==> src/rtl/vga_frame_reader_pkg.sv <==
// Shared 640x480@60 VGA timing constants and pixel-source encoding.
// Reused by the capture block and the frame reader.
package vga_frame_reader_pkg;

  localparam int unsigned H_ACTIVE = 640;
  localparam int unsigned H_FP     = 16;
  localparam int unsigned H_SYNC   = 96;
  localparam int unsigned H_BP     = 48;
  localparam int unsigned H_TOTAL  = H_ACTIVE + H_FP + H_SYNC + H_BP;

  localparam int unsigned V_ACTIVE = 480;
  localparam int unsigned V_FP     = 10;
  localparam int unsigned V_SYNC   = 2;
  localparam int unsigned V_BP     = 33;
  localparam int unsigned V_TOTAL  = V_ACTIVE + V_FP + V_SYNC + V_BP;

  localparam int unsigned PIX_W = 8;
  localparam int unsigned CNT_W = 10;

  typedef logic [CNT_W-1:0] cnt_t;

  localparam cnt_t H_ACT_C    = cnt_t'(H_ACTIVE);
  localparam cnt_t H_LAST     = cnt_t'(H_TOTAL - 1);
  localparam cnt_t H_SYNC_BEG = cnt_t'(H_ACTIVE + H_FP);
  localparam cnt_t H_SYNC_END = cnt_t'(H_ACTIVE + H_FP + H_SYNC - 1);

  localparam cnt_t V_ACT_C    = cnt_t'(V_ACTIVE);
  localparam cnt_t V_LAST     = cnt_t'(V_TOTAL - 1);
  localparam cnt_t V_SYNC_BEG = cnt_t'(V_ACTIVE + V_FP);
  localparam cnt_t V_SYNC_END = cnt_t'(V_ACTIVE + V_FP + V_SYNC - 1);

  typedef enum logic [1:0] {
    SRC_BLANK,
    SRC_BG,
    SRC_RAM
  } pix_src_e;

  function automatic logic in_range(input cnt_t x, input cnt_t lo, input cnt_t hi);
    return (x >= lo) && (x <= hi);
  endfunction

endpackage

==> src/rtl/vga_frame_reader_timing.sv <==
// 640x480@60 h/v counters with combinational sync, active and frame-end decode
// of the current counter values.
module vga_timing
  import vga_frame_reader_pkg::*;
(
  input  logic clk_i,
  input  logic rst_ni,
  output cnt_t h_o,
  output cnt_t v_o,
  output logic hsync_n_o,
  output logic vsync_n_o,
  output logic active_o,
  output logic frame_end_o
);

  cnt_t h_q, h_d;
  cnt_t v_q, v_d;

  always_comb begin
    h_d = h_q + cnt_t'(1);
    v_d = v_q;
    if (h_q == H_LAST) begin
      h_d = '0;
      v_d = (v_q == V_LAST) ? '0 : v_q + cnt_t'(1);
    end
  end

  always_ff @(posedge clk_i or negedge rst_ni) begin
    if (!rst_ni) begin
      h_q <= '0;
      v_q <= '0;
    end else begin
      h_q <= h_d;
      v_q <= v_d;
    end
  end

  assign h_o         = h_q;
  assign v_o         = v_q;
  assign hsync_n_o   = !in_range(h_q, H_SYNC_BEG, H_SYNC_END);
  assign vsync_n_o   = !in_range(v_q, V_SYNC_BEG, V_SYNC_END);
  assign active_o    = (h_q < H_ACT_C) && (v_q < V_ACT_C);
  assign frame_end_o = (h_q == H_LAST) && (v_q == V_LAST);

endmodule

==> src/rtl/vga_frame_reader.sv <==
// Frame-buffer read side: VGA timing, incremental row-major read addressing for a
// top-left IMG_W x IMG_H window, and a 2-clk aligned colour/sync output pipeline.
module vga_frame_reader
  import vga_frame_reader_pkg::*;
#(
  parameter int unsigned   AW       = 17,
  parameter int unsigned   DW       = PIX_W,
  parameter int unsigned   IMG_W    = 320,
  parameter int unsigned   IMG_H    = 240,
  parameter logic [DW-1:0] BG_COLOR = '0
) (
  input  logic          clk,
  input  logic          rst,
  input  logic          en,
  output logic [AW-1:0] rd_addr,
  input  logic [DW-1:0] rd_data,
  output logic [DW-1:0] rgb,
  output logic          hsync,
  output logic          vsync,
  output logic          frame_start
);

  cnt_t h, v;
  logic hs_n, vs_n, active, frame_end, in_img, first_px;

  vga_timing u_timing (
    .clk_i      (clk),
    .rst_ni     (rst),
    .h_o        (h),
    .v_o        (v),
    .hsync_n_o  (hs_n),
    .vsync_n_o  (vs_n),
    .active_o   (active),
    .frame_end_o(frame_end)
  );

  assign in_img   = (h < cnt_t'(IMG_W)) && (v < cnt_t'(IMG_H));
  assign first_px = (h == '0) && (v == '0);

  // addr_cnt_q is the address of the next in-image pixel; rd_addr_q holds the last one issued.
  logic [AW-1:0] addr_cnt_q, addr_cnt_d;
  logic [AW-1:0] rd_addr_q, rd_addr_d;

  always_comb begin
    addr_cnt_d = addr_cnt_q;
    rd_addr_d  = rd_addr_q;
    if (frame_end) begin
      addr_cnt_d = '0;
      rd_addr_d  = '0;
    end else if (in_img) begin
      rd_addr_d  = addr_cnt_q;
      addr_cnt_d = addr_cnt_q + AW'(1);
    end
  end

  logic     hs1_q, vs1_q, act1_q, img1_q, first1_q;
  logic     hsync_q, vsync_q, fs_q;
  pix_src_e src_q, src_d;

  always_comb begin
    src_d = SRC_BLANK;
    if (en && act1_q) src_d = img1_q ? SRC_RAM : SRC_BG;
  end

  always_ff @(posedge clk or negedge rst) begin
    if (!rst) begin
      addr_cnt_q <= '0;
      rd_addr_q  <= '0;
      hs1_q      <= 1'b1;
      vs1_q      <= 1'b1;
      act1_q     <= 1'b0;
      img1_q     <= 1'b0;
      first1_q   <= 1'b0;
      hsync_q    <= 1'b1;
      vsync_q    <= 1'b1;
      fs_q       <= 1'b0;
      src_q      <= SRC_BLANK;
    end else begin
      addr_cnt_q <= addr_cnt_d;
      rd_addr_q  <= rd_addr_d;
      hs1_q      <= hs_n;
      vs1_q      <= vs_n;
      act1_q     <= active;
      img1_q     <= in_img;
      first1_q   <= first_px;
      hsync_q    <= hs1_q;
      vsync_q    <= vs1_q;
      fs_q       <= first1_q;
      src_q      <= src_d;
    end
  end

  // rd_data is already the RAM's output register; muxing it here keeps rgb on the same clk as the syncs.
  always_comb begin
    rgb = '0;
    unique case (src_q)
      SRC_RAM:   rgb = rd_data;
      SRC_BG:    rgb = BG_COLOR;
      default:   rgb = '0;
    endcase
  end

  assign rd_addr     = rd_addr_q;
  assign hsync       = hsync_q;
  assign vsync       = vsync_q;
  assign frame_start = fs_q;

endmodule
==> config.mk <==
export PLATFORM = sky130hd
export DESIGN_NAME = vga_frame_reader
export DESIGN_NICKNAME = d
export VERILOG_FILES = /design/src/rtl/vga_frame_reader_pkg.sv /design/src/rtl/vga_frame_reader_timing.sv /design/src/rtl/vga_frame_reader.sv
export SDC_FILE = /design/constraint.sdc
export NUM_CORES = 1
export LEC_CHECK = 0
export ABC_AREA = 0
export CORE_ASPECT_RATIO = 1.4
export CORE_MARGIN = 4
export CORE_UTILIZATION = 30
export CTS_CLUSTER_DIAMETER = 80
export DETAILED_ROUTE_END_ITERATION = 10
export HOLD_SLACK_MARGIN = 0.06
export PLACE_DENSITY = 0.55
export SETUP_SLACK_MARGIN = 0.02
export SLEW_MARGIN = 20
export SYNTH_ARGS = -nofsm -noshare
export SYNTH_HDL_FRONTEND = slang
export SYNTH_HIERARCHICAL = 1
export SYNTH_SLANG_ARGS = --single-unit
==> constraint.sdc <==
create_clock -name clk -period 2.9 [get_ports clk]
set_input_delay 0.58 -clock clk [delete_from_list [all_inputs] [get_ports clk]]
set_output_delay 0.58 -clock clk [all_outputs]
set_load 0.01 [all_outputs]
==> impl_results.md <==
- Ys async rst share: 100%
- Avg Inst Size Synth: 9.82 sq um
- GPL Wtd Cong: 0.824
- Sink Count: 64
- Sum Neg Setup Slack: 0 ps
- Via density: 4.87
- Area Overhead vs Synth: 28.7%
- Layout Nets: 372
- CTS HTree Levels: 3
- Worst Tran Pin Value: 788 ps
- Clk root buf: clkbuf_16
- Final period util: 79.7%
- Worst r2r src: u_timing/h_o[5]
- Worst-skew pair later-pin latency: 320 ps
- Drt initial violations: 42
- CP max stage delay: 550 ps
- Pwr/cell area: 526 nW/um^2
- GRT Overall Usage: 12.3%
- CTS tree: done
- Cts hold-fix bufs: 0
- Placement Rows: 43
- DIE HEIGHT: 127 um
- Seq cells post-synth: 64
- Initial core utilization: 30.7%
- Total grt overflow: 0
- CTS buffer count: 9
- Initial antenna violation count: 0
- Vias in the first global route: 2431
- Setup Skew: 7.68 ps
- DRC: 0
- Cells resized by post-CTS repair: 0
- RSZ-0062 raised after global routing: no
- Cell variety after synth: 42
- Critical Path Source Type: register
- Clock tree buffer depth: 2
- Die Area: 11900 sq um
- Setup slack, reg-to-reg: 780 ps
- Crit path max fanout: 8
- Final hold violation count: 0
- Worst Setup EP: rgb[0]
- Syn. warnings: 6
- Max-cap violations: 0
- Path category of the worst min-delay check: input port to async pin
- Die width: 93.3 um
- Sequential-to-total area share from yosys stat: 52.6%
- WP data arrival: 1730 ps
- Share of layout cells above drive strength 1: 10.6%
- Cell count after synthesis: 311
- Worst hold margin: 338 ps
- Final Critical Period: 2310 ps
- Crit Path Class: register to output pin
- Syn nets: 328
- Core area: 9950 sq um
- Number of synthesized flops with an enable pin: 0
- Worst r2r dst: u_timing/v_o[9]
- Leak: 0.00165 uW
- Setup bufs post-CTS: 0
- Worst-path clk slew: 50 ps
- Synthesized cell area: 3050 sq um
- Reg2reg path depth: 4
- CP Data Required Time: 2320 ps
- First-pass GRT wire length: 11.5 mm
- Post-route ant nets: 0
- Top FF cell, synth: dfrtp_1
- Largest net degree at the start of global routing: 34
- Drt pass-1 iters: 4
- Status: completed
- Slew margin rel.: 47.4%
- ANT cells: 0
- Final Slew Violations: 0
- CP Cell Sequence: nor2b_1 > and2_1 > clkdlybuf4s50_1
- Fmax: 433 MHz
- Worst VDD drop: 0.000240 V
- Input/output buffers: 38
- # IOs: 39
- Slowest cell on the critical path: clkdlybuf4s50_1
- Critical path endpoint category: output pin
- DRT Wirelength: 6.69 mm
- Endpoints failing setup: 0
- Routed WL per cell: 13.5 um
- Routed via count: 2413
- Worst setup path startpoint: src_q[0]
- Post-DP HPWL: 4.75 mm
[power breakdown]
group          switching [uW]  internal, uW
logic                    27.0          26.6
registers              0.0920           895
clock network             360           757
[cell usage in the layout, fill, tap and decap left out, types with 5 or more instances in the layout]
cell type | synthesis | final
xor2_1 | 10 | 10
and3_1 | 7 | 7
buf_4 | 0 | 5
nand3_1 | 14 | 14
nor3_1 | 7 | 7
a21oi_1 | 29 | 29
and2_1 | 13 | 13
nand4_1 | 10 | 10
nand2_1 | 52 | 52
ha_1 | 6 | 6
o31ai_1 | 7 | 7
clkdlybuf4s50_1 | 0 | 37
dfrtp_1 | 60 | 60
xnor2_1 | 9 | 9
or3_1 | 6 | 6
nor2_1 | 17 | 17
o21ai_0 | 8 | 8
nor4_1 | 6 | 6
inv_1 | 7 | 7
or4_1 | 7 | 7
clkbuf_16 | 0 | 9
[worst max-delay path, delay by kind of cell (launching register included)]
| family | cells | cell delay [ps] |
|---|---|---|
| DFF | 1 | 360 |
| and+or+nand+nor | 2 | 500 |
| buffers and inverters | 1 | 550 |
[how the worst min path moves through the flow]
stage	depth (start not counted)	end	slack, ps
finish	1	rd_addr[10]	340
global route	0	hsync	360
CTS	0	frame_start	350
detailed placement	0	frame_start	340
global placement	0	frame_start	340
floorplan	0	act1_q	280
[layer usage]
metal	vias to the layer above	track usage [%]	wire length, um
met4	0	5.26	136
met1	1183	13.5	2710
met2	30	21.8	3650
met3	11	3.36	192
li1	1189	-	-
met5	-	0	0
[kinds of logic after synthesis]
| kind of cell | synth area share [%] |
|---|---|
| AO/OA/AOI/OAI | 9.10 |
| XOR/XNOR | 5.45 |
| adder cells (fa/ha/maj) | 2.46 |
| buffers and inverters | 2.30 |
| flip-flops | 52.6 |
| AND/OR/NAND/NOR | 28.1 |
[metrics by stage]
stage / util [%] / total power (uW) / setup slack [ps] / cell area (sq um) / instances
2_1_floorplan: - / 920 / 537 / 3050 / 311
3_3_place_gp: 36.3 / 965 / 653 / 3610 / 479
3_5_place_dp: 36.3 / 966 / 612 / 3610 / 479
4_1_cts: 39.5 / 2100 / 552 / 3930 / 495
5_1_grt: 39.5 / 2140 / 485 / 3930 / 495
6_report: 39.5 / 2070 / 590 / 3930 / 495
[cells in the mapped netlist, types with 2 or more instances]
| cell | n | area share, % |
|---|---|---|
| nor2_1 | 17 | 2.1 |
| buf_1 | 3 | 0.37 |
| and2_1 | 13 | 2.7 |
| nor4_1 | 6 | 1.2 |
| o21ai_0 | 8 | 1.3 |
| nor3_1 | 7 | 1.1 |
| nand4_1 | 10 | 2.0 |
| xor2_1 | 10 | 2.9 |
| or4_1 | 7 | 1.7 |
| dfstp_2 | 4 | 3.4 |
| buf_2 | 2 | 0.33 |
| xnor2_1 | 9 | 2.6 |
| a21oi_1 | 29 | 4.8 |
| o31ai_1 | 7 | 1.7 |
| or3_1 | 6 | 1.2 |
| nand2_1 | 52 | 6.4 |
| ha_1 | 6 | 2.5 |
| inv_1 | 7 | 0.86 |
| clkbuf_1 | 6 | 0.74 |
| and3_1 | 7 | 1.4 |
| nand3_1 | 14 | 2.3 |
| dfrtp_1 | 60 | 49 |
| and4_1 | 2 | 0.57 |
[sequential cells by signal, summed over array words and instances, names as in the netlist]
| register | count |
|---|---|
| img1_q | 1 |
| vsync | 1 |
| addr_cnt_q | 17 |
| u_timing/v_o | 10 |
| frame_start | 1 |
| first1_q | 1 |
| rd_addr | 17 |
| u_timing/h_o | 10 |
| act1_q | 1 |
| hs1_q | 1 |
| src_q | 2 |
| hsync | 1 |
| vs1_q | 1 |
[area by class of cell]
cell class / count / area (sq um)
Clock buffer: 14 / 284
Clock inverter: 2 / 35.0
Fill cell: 1019 / 6020
Inverter: 7 / 26.3
Multi-Input combinational cell: 229 / 1380
Sequential cell: 64 / 1610
Tap cell: 135 / 169
Timing Repair Buffer: 44 / 433
Note: power is estimated with default switching activity, not from simulation.
